==> config.mk <==
export PLATFORM = sky130hd
export DESIGN_NAME = i2c_target_fifo
export DESIGN_NICKNAME = d
export VERILOG_FILES = /design/src/rtl/i2c_pkg.sv /design/src/rtl/i2c_line_filter.sv /design/src/rtl/i2c_target_fifo.sv
export SDC_FILE = /design/constraint.sdc
export NUM_CORES = 1
export LEC_CHECK = 0
export CAP_MARGIN = 30
export CORE_ASPECT_RATIO = 1.5
export CORE_MARGIN = 10
export CORE_UTILIZATION = 43
export CTS_CLUSTER_DIAMETER = 60
export CTS_CLUSTER_SIZE = 40
export DETAILED_ROUTE_END_ITERATION = 7
export GPL_TIMING_DRIVEN = 0
export PLACE_DENSITY = 0.67
export SLEW_MARGIN = 10
export SYNTH_ARGS = -nofsm -noshare
export SYNTH_HDL_FRONTEND = slang
export SYNTH_SLANG_ARGS = --single-unit
==> constraint.sdc <==
create_clock -name clk_i -period 2.6 [get_ports clk_i]
set_clock_uncertainty 0.15 [all_clocks]
set_input_delay 0.39 -clock clk_i [delete_from_list [all_inputs] [get_ports clk_i]]
set_output_delay 0.39 -clock clk_i [all_outputs]
set_load 0.02 [all_outputs]
==> src/rtl/i2c_pkg.sv <==
// Shared I2C definitions: bus operation encoding and the target-side FSM states.
package i2c_pkg;

    localparam logic I2C_RW_WRITE = 1'b0;
    localparam logic I2C_RW_READ  = 1'b1;

    typedef enum logic {
        I2C_OP_WRITE = I2C_RW_WRITE,
        I2C_OP_READ  = I2C_RW_READ
    } i2c_op_t;

    typedef enum logic [3:0] {
        TGT_IDLE     = 4'd0,
        TGT_ADDR     = 4'd1,
        TGT_ADDR_ACK = 4'd2,
        TGT_WR_DATA  = 4'd3,
        TGT_WR_ACK   = 4'd4,
        TGT_RD_LOAD  = 4'd5,
        TGT_RD_DATA  = 4'd6,
        TGT_RD_ACK   = 4'd7,
        TGT_IGNORE   = 4'd8
    } i2c_tgt_state_t;

endpackage

==> src/rtl/i2c_line_filter.sv <==
// Two-flop synchroniser, run-length glitch filter and registered edge detect for one bus line.
module i2c_line_filter #(
    parameter int FILT_LEN = 3
) (
    input  logic clk_i,
    input  logic rst_i,
    input  logic line_i,
    output logic level_o,
    output logic rise_o,
    output logic fall_o
);
    localparam int CNT_W = (FILT_LEN > 1) ? $clog2(FILT_LEN) : 1;

    logic             sync1_r, sync2_r, level_r, rise_r, fall_r;
    logic [CNT_W-1:0] cnt_r;
    logic             differ_s, accept_s;

    // A new level is taken once FILT_LEN consecutive synchronised samples disagree with the current one.
    assign differ_s = (sync2_r != level_r);
    assign accept_s = differ_s && (cnt_r == CNT_W'(FILT_LEN - 1));

    // Synchroniser, filter counter and edge flags; idle bus level is high.
    always_ff @(posedge clk_i) begin
        if (!rst_i) begin
            sync1_r <= 1'b1;
            sync2_r <= 1'b1;
            level_r <= 1'b1;
            rise_r  <= 1'b0;
            fall_r  <= 1'b0;
            cnt_r   <= {CNT_W{1'b0}};
        end else begin
            sync1_r <= line_i;
            sync2_r <= sync1_r;
            rise_r  <= accept_s & sync2_r;
            fall_r  <= accept_s & ~sync2_r;
            if (accept_s) begin
                level_r <= sync2_r;
                cnt_r   <= {CNT_W{1'b0}};
            end else if (differ_s) begin
                cnt_r   <= cnt_r + CNT_W'(1);
            end else begin
                cnt_r   <= {CNT_W{1'b0}};
            end
        end
    end

    assign level_o = level_r;
    assign rise_o  = rise_r;
    assign fall_o  = fall_r;

endmodule

==> src/rtl/i2c_target_fifo.sv <==
// I2C target: decodes bus conditions, ACKs its address, captures written bytes in a FIFO
// and serves read bytes from a valid/ready stream with optional SCL stretching.
module i2c_target_fifo
    import i2c_pkg::*;
#(
    parameter int I2C_ADDR_WIDTH = 7,
    parameter int I2C_DATA_WIDTH = 8,
    parameter int WR_FIFO_DEPTH  = 4,
    parameter int FILT_LEN       = 3,
    parameter bit STRETCH_EN     = 1'b1
) (
    input  logic                      clk_i,
    input  logic                      rst_i,
    input  logic                      scl_i,
    input  logic                      sda_i,
    output logic                      scl_o,
    output logic                      sda_o,
    input  logic [I2C_ADDR_WIDTH-1:0] tgt_addr_i,
    output logic [I2C_DATA_WIDTH-1:0] wr_data_o,
    output logic                      wr_valid_o,
    input  logic                      wr_ready_i,
    input  logic [I2C_DATA_WIDTH-1:0] rd_data_i,
    input  logic                      rd_valid_i,
    output logic                      rd_ready_o,
    output logic                      start_o,
    output logic                      stop_o,
    output logic                      overflow_o,
    output logic                      busy_o
);
    localparam int DW    = I2C_DATA_WIDTH;
    localparam int PTR_W = $clog2(WR_FIFO_DEPTH);
    localparam int CNT_W = $clog2(DW) + 1;

    if (I2C_ADDR_WIDTH != 7) begin : g_addr_width_check
        $error("i2c_target_fifo: I2C_ADDR_WIDTH must be 7");
    end
    if ((WR_FIFO_DEPTH < 2) || ((WR_FIFO_DEPTH & (WR_FIFO_DEPTH - 1)) != 0)) begin : g_depth_check
        $error("i2c_target_fifo: WR_FIFO_DEPTH must be a power of two >= 2");
    end

    logic scl_lvl_s, scl_rise_s, scl_fall_s, sda_lvl_s, sda_rise_s, sda_fall_s;
    logic scl_held_s, start_det_s, stop_det_s;

    i2c_tgt_state_t   state_r, state_s;
    logic [CNT_W-1:0] bit_cnt_r, bit_cnt_s;
    logic [DW-1:0]    shift_r, shift_s, shift_in_s;
    logic             rw_r, rw_s, ack_r, ack_s, phase_r, phase_s;
    logic             sda_drv_r, sda_drv_s, scl_drv_r, scl_drv_s;
    logic             rd_ready_r, rd_ready_s, start_r, start_s, stop_r, stop_s;
    logic             ovf_r, ovf_s, busy_r, busy_s;

    logic [DW-1:0]    mem_r [WR_FIFO_DEPTH];
    logic [PTR_W:0]   wr_ptr_r, rd_ptr_r;
    logic             fifo_full_s, fifo_empty_s, push_s, pop_s;

    i2c_line_filter #(.FILT_LEN(FILT_LEN)) u_scl_filt (
        .clk_i(clk_i), .rst_i(rst_i), .line_i(scl_i),
        .level_o(scl_lvl_s), .rise_o(scl_rise_s), .fall_o(scl_fall_s)
    );
    i2c_line_filter #(.FILT_LEN(FILT_LEN)) u_sda_filt (
        .clk_i(clk_i), .rst_i(rst_i), .line_i(sda_i),
        .level_o(sda_lvl_s), .rise_o(sda_rise_s), .fall_o(sda_fall_s)
    );

    // SCL must already have been high, so an SDA edge coinciding with an SCL rise
    // (stretch release presenting the MSB) is not mistaken for a bus condition.
    assign scl_held_s  = scl_lvl_s & ~scl_rise_s;
    assign start_det_s = sda_fall_s & scl_held_s;
    assign stop_det_s  = sda_rise_s & scl_held_s;

    assign fifo_empty_s = (wr_ptr_r == rd_ptr_r);
    assign fifo_full_s  = (wr_ptr_r[PTR_W] != rd_ptr_r[PTR_W]) &&
                          (wr_ptr_r[PTR_W-1:0] == rd_ptr_r[PTR_W-1:0]);
    assign pop_s        = wr_ready_i & ~fifo_empty_s;
    assign shift_in_s   = {shift_r[DW-2:0], sda_lvl_s};

    // Next-state and next-output logic of the target FSM.
    always_comb begin
        state_s    = state_r;
        bit_cnt_s  = bit_cnt_r;
        shift_s    = shift_r;
        rw_s       = rw_r;
        ack_s      = ack_r;
        phase_s    = phase_r;
        sda_drv_s  = sda_drv_r;
        scl_drv_s  = scl_drv_r;
        busy_s     = busy_r;
        rd_ready_s = 1'b0;
        start_s    = 1'b0;
        stop_s     = 1'b0;
        ovf_s      = 1'b0;
        push_s     = 1'b0;
        if (start_det_s) begin
            state_s   = TGT_ADDR;
            bit_cnt_s = {CNT_W{1'b0}};
            sda_drv_s = 1'b0;
            scl_drv_s = 1'b0;
            start_s   = 1'b1;
            busy_s    = 1'b1;
        end else if (stop_det_s) begin
            state_s   = TGT_IDLE;
            sda_drv_s = 1'b0;
            scl_drv_s = 1'b0;
            stop_s    = 1'b1;
            busy_s    = 1'b0;
        end else begin
            case (state_r)
                TGT_ADDR: begin
                    if (scl_rise_s) begin
                        shift_s   = shift_in_s;
                        bit_cnt_s = bit_cnt_r + CNT_W'(1);
                        phase_s   = 1'b0;
                        if (bit_cnt_r == CNT_W'(I2C_ADDR_WIDTH)) begin
                            rw_s    = shift_in_s[0];
                            state_s = (shift_in_s[I2C_ADDR_WIDTH:1] == tgt_addr_i) ? TGT_ADDR_ACK : TGT_IGNORE;
                        end else begin
                            state_s = TGT_ADDR;
                        end
                    end else begin
                        state_s = TGT_ADDR;
                    end
                end
                TGT_ADDR_ACK, TGT_WR_ACK: begin
                    // First SCL fall drives the ACK level, the second one releases it.
                    if (scl_fall_s && !phase_r) begin
                        sda_drv_s = (state_r == TGT_ADDR_ACK) ? 1'b1 : ack_r;
                        phase_s   = 1'b1;
                    end else if (scl_fall_s) begin
                        sda_drv_s = 1'b0;
                        bit_cnt_s = {CNT_W{1'b0}};
                        if (state_r == TGT_ADDR_ACK && rw_r == I2C_RW_READ) begin
                            state_s = TGT_RD_LOAD;
                        end else begin
                            state_s = TGT_WR_DATA;
                        end
                    end else begin
                        phase_s = phase_r;
                    end
                end
                TGT_WR_DATA: begin
                    if (scl_rise_s) begin
                        shift_s   = shift_in_s;
                        bit_cnt_s = bit_cnt_r + CNT_W'(1);
                        if (bit_cnt_r == CNT_W'(DW - 1)) begin
                            state_s = TGT_WR_ACK;
                            phase_s = 1'b0;
                            ack_s   = ~fifo_full_s;
                            push_s  = ~fifo_full_s;
                            ovf_s   = fifo_full_s;
                        end else begin
                            state_s = TGT_WR_DATA;
                        end
                    end else begin
                        state_s = TGT_WR_DATA;
                    end
                end
                TGT_RD_LOAD: begin
                    if (rd_valid_i) begin
                        shift_s    = rd_data_i;
                        rd_ready_s = 1'b1;
                        sda_drv_s  = ~rd_data_i[DW-1];
                        scl_drv_s  = 1'b0;
                        bit_cnt_s  = {CNT_W{1'b0}};
                        state_s    = TGT_RD_DATA;
                    end else if (STRETCH_EN) begin
                        scl_drv_s  = 1'b1;
                    end else begin
                        shift_s    = {DW{1'b1}};
                        sda_drv_s  = 1'b0;
                        bit_cnt_s  = {CNT_W{1'b0}};
                        state_s    = TGT_RD_DATA;
                    end
                end
                TGT_RD_DATA: begin
                    if (scl_fall_s && bit_cnt_r == CNT_W'(DW - 1)) begin
                        sda_drv_s = 1'b0;
                        state_s   = TGT_RD_ACK;
                    end else if (scl_fall_s) begin
                        sda_drv_s = ~shift_r[DW-2];
                        shift_s   = shift_r << 1;
                        bit_cnt_s = bit_cnt_r + CNT_W'(1);
                    end else begin
                        state_s   = TGT_RD_DATA;
                    end
                end
                TGT_RD_ACK: begin
                    if (scl_rise_s && sda_lvl_s) begin
                        state_s = TGT_IGNORE;
                    end else if (scl_fall_s) begin
                        state_s = TGT_RD_LOAD;
                    end else begin
                        state_s = TGT_RD_ACK;
                    end
                end
                TGT_IDLE, TGT_IGNORE: begin
                    state_s = state_r;
                end
                default: begin
                    state_s   = TGT_IDLE;
                    sda_drv_s = 1'b0;
                    scl_drv_s = 1'b0;
                end
            endcase
        end
    end

    // FSM state and registered bus/handshake outputs.
    always_ff @(posedge clk_i) begin
        if (!rst_i) begin
            state_r    <= TGT_IDLE;
            bit_cnt_r  <= {CNT_W{1'b0}};
            shift_r    <= {DW{1'b0}};
            rw_r       <= 1'b0;
            ack_r      <= 1'b0;
            phase_r    <= 1'b0;
            sda_drv_r  <= 1'b0;
            scl_drv_r  <= 1'b0;
            rd_ready_r <= 1'b0;
            start_r    <= 1'b0;
            stop_r     <= 1'b0;
            ovf_r      <= 1'b0;
            busy_r     <= 1'b0;
        end else begin
            state_r    <= state_s;
            bit_cnt_r  <= bit_cnt_s;
            shift_r    <= shift_s;
            rw_r       <= rw_s;
            ack_r      <= ack_s;
            phase_r    <= phase_s;
            sda_drv_r  <= sda_drv_s;
            scl_drv_r  <= scl_drv_s;
            rd_ready_r <= rd_ready_s;
            start_r    <= start_s;
            stop_r     <= stop_s;
            ovf_r      <= ovf_s;
            busy_r     <= busy_s;
        end
    end

    // Write-capture FIFO; the extra pointer MSB separates full from empty.
    always_ff @(posedge clk_i) begin
        if (!rst_i) begin
            for (int i = 0; i < WR_FIFO_DEPTH; i++) begin
                mem_r[i] <= {DW{1'b0}};
            end
            wr_ptr_r <= {(PTR_W + 1){1'b0}};
            rd_ptr_r <= {(PTR_W + 1){1'b0}};
        end else begin
            if (push_s) begin
                mem_r[wr_ptr_r[PTR_W-1:0]] <= shift_s;
                wr_ptr_r                   <= wr_ptr_r + (PTR_W + 1)'(1);
            end
            if (pop_s) begin
                rd_ptr_r <= rd_ptr_r + (PTR_W + 1)'(1);
            end
        end
    end

    assign scl_o      = scl_drv_r;
    assign sda_o      = sda_drv_r;
    assign wr_data_o  = mem_r[rd_ptr_r[PTR_W-1:0]];
    assign wr_valid_o = ~fifo_empty_s;
    assign rd_ready_o = rd_ready_r;
    assign start_o    = start_r;
    assign stop_o     = stop_r;
    assign overflow_o = ovf_r;
    assign busy_o     = busy_r;

endmodule

# Word-level counts from Yosys, hierarchy flattened
# Memories as Yosys holds them, arrays and structs flattened. A register that Yosys moved wholly into a read port is not among the register bits.
# Cells that the tools add are included.
totals:
  ff_bits: 46
  ram_bits: 32
  inputBits: 21
  word_cells: 188
  n_memories: 1
mem_list:
  columns: ["memory", "words", "width", "rd", "rd_clocked_by_memory_dff", "wr", "line", "text"]
  rows:
  - ["mem_r", 4, 8, 1, 1, 4, "i2c_target_fifo.sv:52", "logic [DW-1:0] mem_r [WR_FIFO_DEPTH];"]
op_classes:
  add_sub_neg: 5
  eq_ne: 35
  n_mux: 63
  n_bitwise: 25
  reduce_logical: 31
ops:
  columns: ["operator", "n"]
  rows:
  - ["$mux 4", 16]
  - ["$mux 8", 7]
  - ["$mux 1", 28]
  - ["$pmux 4 s7", 1]
  - ["$pmux 8 s3", 1]
  - ["$eq 4x3->1 const B", 5]
  - ["$reduce_and 5->1", 4]
  - ["$not 1->1", 17]
  - ["$pmux 4 s4", 1]
  - ["$reduce_or 8->1", 2]
  - ["$ne 2x1->1 const B", 5]
  - ["$ne 2x2->1 const B", 5]
  - ["$reduce_or 3->1", 3]
  - ["$and 1x1->1", 8]
  - ["$eq 4x2->1 const B", 2]
  - ["$mux 2", 4]
  - ["$ne 4x4->1 const B", 2]
  - ["$reduce_and 8->1", 1]
  - ["$reduce_or 2->1", 4]
  - ["$eq 7x7->1", 1]
  - ["$logic_and 1x1->1", 7]
  - ["$reduce_and 7->1", 1]
  - ["$add 3x1->3 const B", 2]
  - ["$mux 3", 2]
  - ["other kinds (24)", 30]

# Longest topological paths before layout
logic_depth:
  word_depth: 13
  depth_mapped: 8

# Hierarchy
# Synthesis repeated with hierarchy kept, for this count alone.
hier_totals:
  hier_cells: 363
  hier_area_um2: 3834.9
modules_own_cells:
  columns: ["mod", "instances", "cells_per_inst", "area_each_um2", "seq_area_each_um2"]
  rows:
  - ["i2c_target_fifo", 1, 325, 3379.5, 1641.6]
  - ["i2c_line_filter", 2, 19, 227.7, 140.1]

# Least setup slack after synthesis
# OpenSTA, ideal clock, no wires.
synth_timing:
  path_type: "reg2reg"
  startpoint: "reg bit_cnt_r[0]"
  endpoint: "mem mem_r[1][0] (netlist bit), enable pin"
  setup_ps: 329
  t_arrival_ps: 1914
  t_required_ps: 2121
  setup_slack_ps: 207
  stages_incl_launch_ff: 9
  cell_sequence: "dfxtp_1 > ha_1 > and4b_1 > and3_4 > nand3_2 > buf_6 > or3b_1 > buf_6 > nand2_1"
synth_rtl:
  columns: ["element", "line", "text"]
  rows:
  - ["start, declared", "i2c_target_fifo.sv:45", "logic [CNT_W-1:0] bit_cnt_r, bit_cnt_s;"]
  - ["start signal, assigned", "i2c_target_fifo.sv:211", "bit_cnt_r <= {CNT_W{1'b0}};"]
  - ["start signal, assigned", "i2c_target_fifo.sv:225", "bit_cnt_r <= bit_cnt_s;"]
  - ["end, declared", "i2c_target_fifo.sv:52", null]

==> flow_summary.yaml <==
logic_synthesis:
  yosysMostFrequentCell: "nor2_1"
  synth_xor_area_share_pct: 3.85
  synth_edf_count: 32
  yosys_warnings: 0
  synthArstFlopShare_pct: 0
  syn_area_per_cell_um2: 10.6
  yosysTopAreaCell: "dfxtp_1"
  synthFlopType: "dfxtp_1"
  synthTopCellsByCount: "nor2_1, dfxtp_1, edfxtp_1"
  yosys_register_bits: 80
  synth_cells: 364
  synth_compound_area_share_pct: 12.7
  syn-num-nets: 390
  synth.distinct_cells: 65
  seq_area_frac_synth_pct: 49.7
  muxShareOfSynthArea_pct: 5.46
  synth_top_area_share_pct: 24.8
  synth.top_cells.by_area: "dfxtp_1, edfxtp_1, nor2_1"
  synth-simple-area-share_pct: 23.1
  syn-cell-area_um2: 3870
  synth_fa_ha_area_share_pct: 1.62
  synth_top_family_by_area: "simple AND/OR/NAND/NOR gates"
timing:
  period_minus_slack_ns: 2.48
  drv_slew: 0
  finalCritPeriodShare_pct: 95.3
  worst_slew_pin_slew_ns: 0.634
  relSlewSlack_pct: 57.6
  rsz0062_at_grt: "no"
  setup_viol: 0
  fin_tns_setup_ns: 0
  fmax_ghz: 0.404
  hold_ws_ns: 0.253
  timing.final.ws_setup_ns: 0.122
  hold_viol: 0
pwr:
  vdd_ir_drop_max_v: 0.000409
  clockPowerShare_pct: 31.3
  switching_share_pct: 31.6
  powerDensity_nw_per_um2: 756
  seq_power_share_pct: 39.5
  pwr-share-comb_pct: 29.2
  p_sw_mw: 1.12
  p_int_mw: 2.43
  cellLeakagePower_nw: 1.57
run:
  max_cap_violations: 0
critical_path:
  arrival_ns: 2.37
  start_kind: "flop"
  critPathRequiredTime_ns: 2.49
  cp_max_fo: 10
  critPathKind: "flop to flop"
  setup.worst_path.end_class: "flop"
floorplan:
  start_util_pct: 43.8
  die_w_um: 97.5
  io_pins: 37
  row_count: 42
  die_h_um: 136
  core-area_um2: 8830
  dieArea_um2: 13300
clock_tree:
  clock_sinks: 80
  root_buffer: "clkbuf_16"
  path_clk_slew_ns: 0.06
  cts_tree: "done"
  cts_max_level: 3
  hold_buffers: 0
  clkLatencyLatePin_ns: 0.33
  clock_path_buffers: 2
  cts_made_buffers: 9
drt:
  via_per_inst: 5.68
  drtAntennaViolNets: 0
  first_iter_violations: 210
  route.vias.total: 2991
  drt_pre_antenna_iters: 5
  post-route-drc-count: 0
  drt-total-wl_mm: 10.0
  post_drt_wl_per_cell_um: 19.0
final_layout:
  syn2layout_area_growth_pct: 21.4
  antennaDiodeCount: 0
  fin_nets: 438
  instances_no_fill: 527
  drive_above_1_share_pct: 13.7
grt:
  antenna_found_initial: 0
  grt_max_degree: 13
  grt_pass1_wl_mm: 16.1
  grtUsageTotal_pct: 15.3
  grt_overflow_total: 0
  grt_pass1_vias: 3119
hold_path:
  hp-class: "flop to flop"
placement:
  dpl.hpwl_mm: 7.52
  port_buffers: 36
  pre_cts_slack_ns: -0.204
  placedCellCount: 510
  gp_routability_congestion: 0.963
run_status:
  outcome: "complete, no violations"
layout make-up:
cell class              count  area (um2)
clock inverters             3        18.8
clock buffers              13         240
inverters                   7        26.3
multi-input cells         258        1860
well taps                 110         138
fillers                   823        4130
flip-flops and latches     80        1930
repair buffers             39         383
plain buffers              17         106
power by group through the flow:
stage                     registers, mW  logic [mW]  clock network [mW]
after CTS                          1.40       0.980                1.14
after detailed placement           1.43       0.966                   0
final                              1.40        1.04                1.11
after floorplan                    1.42       0.695                   0
after global placement             1.43       0.964                   0
after global routing               1.41        1.11                1.19
worst max-delay path: stages (launching register included):
cell     delay [ns]
dfxtp_1        0.29
buf_4          0.16
nor3b_4        0.37
and3_4         0.28
nand3_2        0.10
buf_6          0.17
or3b_1         0.36
buf_6          0.16
nand2_4        0.14
what timing repair did:
action | CTS | global route
pin swaps | 0 | 2
endpoints found under the hold margin | 0 | 0
buffers inserted | 0 | 3
endpoints found under the setup margin | 44 | 57
resized for setup | 11 | 8
path summary, 6_finish.rpt:
check / startpoint / endpoint / slack (ns) / depth (start not counted)
min reg2reg: u_scl_filt.sync1_r$_SDFF_PN1_ / u_scl_filt.sync2_r$_SDFF_PN1_ / 0.25 / 1
max reg2reg: state_r[3]$_SDFFE_PP0P_ / mem_r[1][1]$_SDFFCE_PN0P_ / 0.12 / 8
min: u_scl_filt.sync1_r$_SDFF_PN1_ / u_scl_filt.sync2_r$_SDFF_PN1_ / 0.25 / 1
max: state_r[3]$_SDFFE_PP0P_ / mem_r[1][1]$_SDFFCE_PN0P_ / 0.12 / 8
layer usage:
layer  part of all wire, %  GRT usage [%]
met1                    37           15.1
met2                    56           29.8
met3                   4.7           4.01
met4                   2.2           5.59
met5                     0              0
sequential cells by signal (all words and copies together) (netlist names), 2 cells and up, named ones only:
| name | flops |
|---|---|
| rd_ptr_r | 3 |
| mem_r | 32 |
| wr_ptr_r | 3 |
| state_r | 4 |
| u_scl_filt.cnt_r | 2 |
| bit_cnt_r | 4 |
| u_sda_filt.cnt_r | 2 |
| shift_r | 8 |
cells by family after synthesis:
group	after synthesis
flip-flops	80
adder cells (fa/ha/maj)	5
AO/OA/AOI/OAI	63
XOR/XNOR	17
buffers and inverters	26
multiplexers	11
AND/OR/NAND/NOR	162
placed cells by master (no fill, tap or decap), types with 9 or more instances in the layout:
cell and instances:
nand3b_1 9, edfxtp_1 32, nor2_1 49, nand3_1 15, nand2b_1 9, dfxtp_1 47, clkbuf_1 10, nor2b_1 13
clkbuf_16 9, clkdlybuf4s50_1 36, nand2_1 21, xnor2_1 9
stage by stage:
stage	cell area, um2	utilization (%)	power [mW]
after floorplan	3870	-	2.12
after global placement	4370	49.5	2.39
after detailed placement	4370	49.5	2.40
after CTS	4650	52.7	3.52
after global routing	4700	53.2	3.71
final	4700	53.2	3.55
No activity file was read; power rests on OpenSTA's default activity.
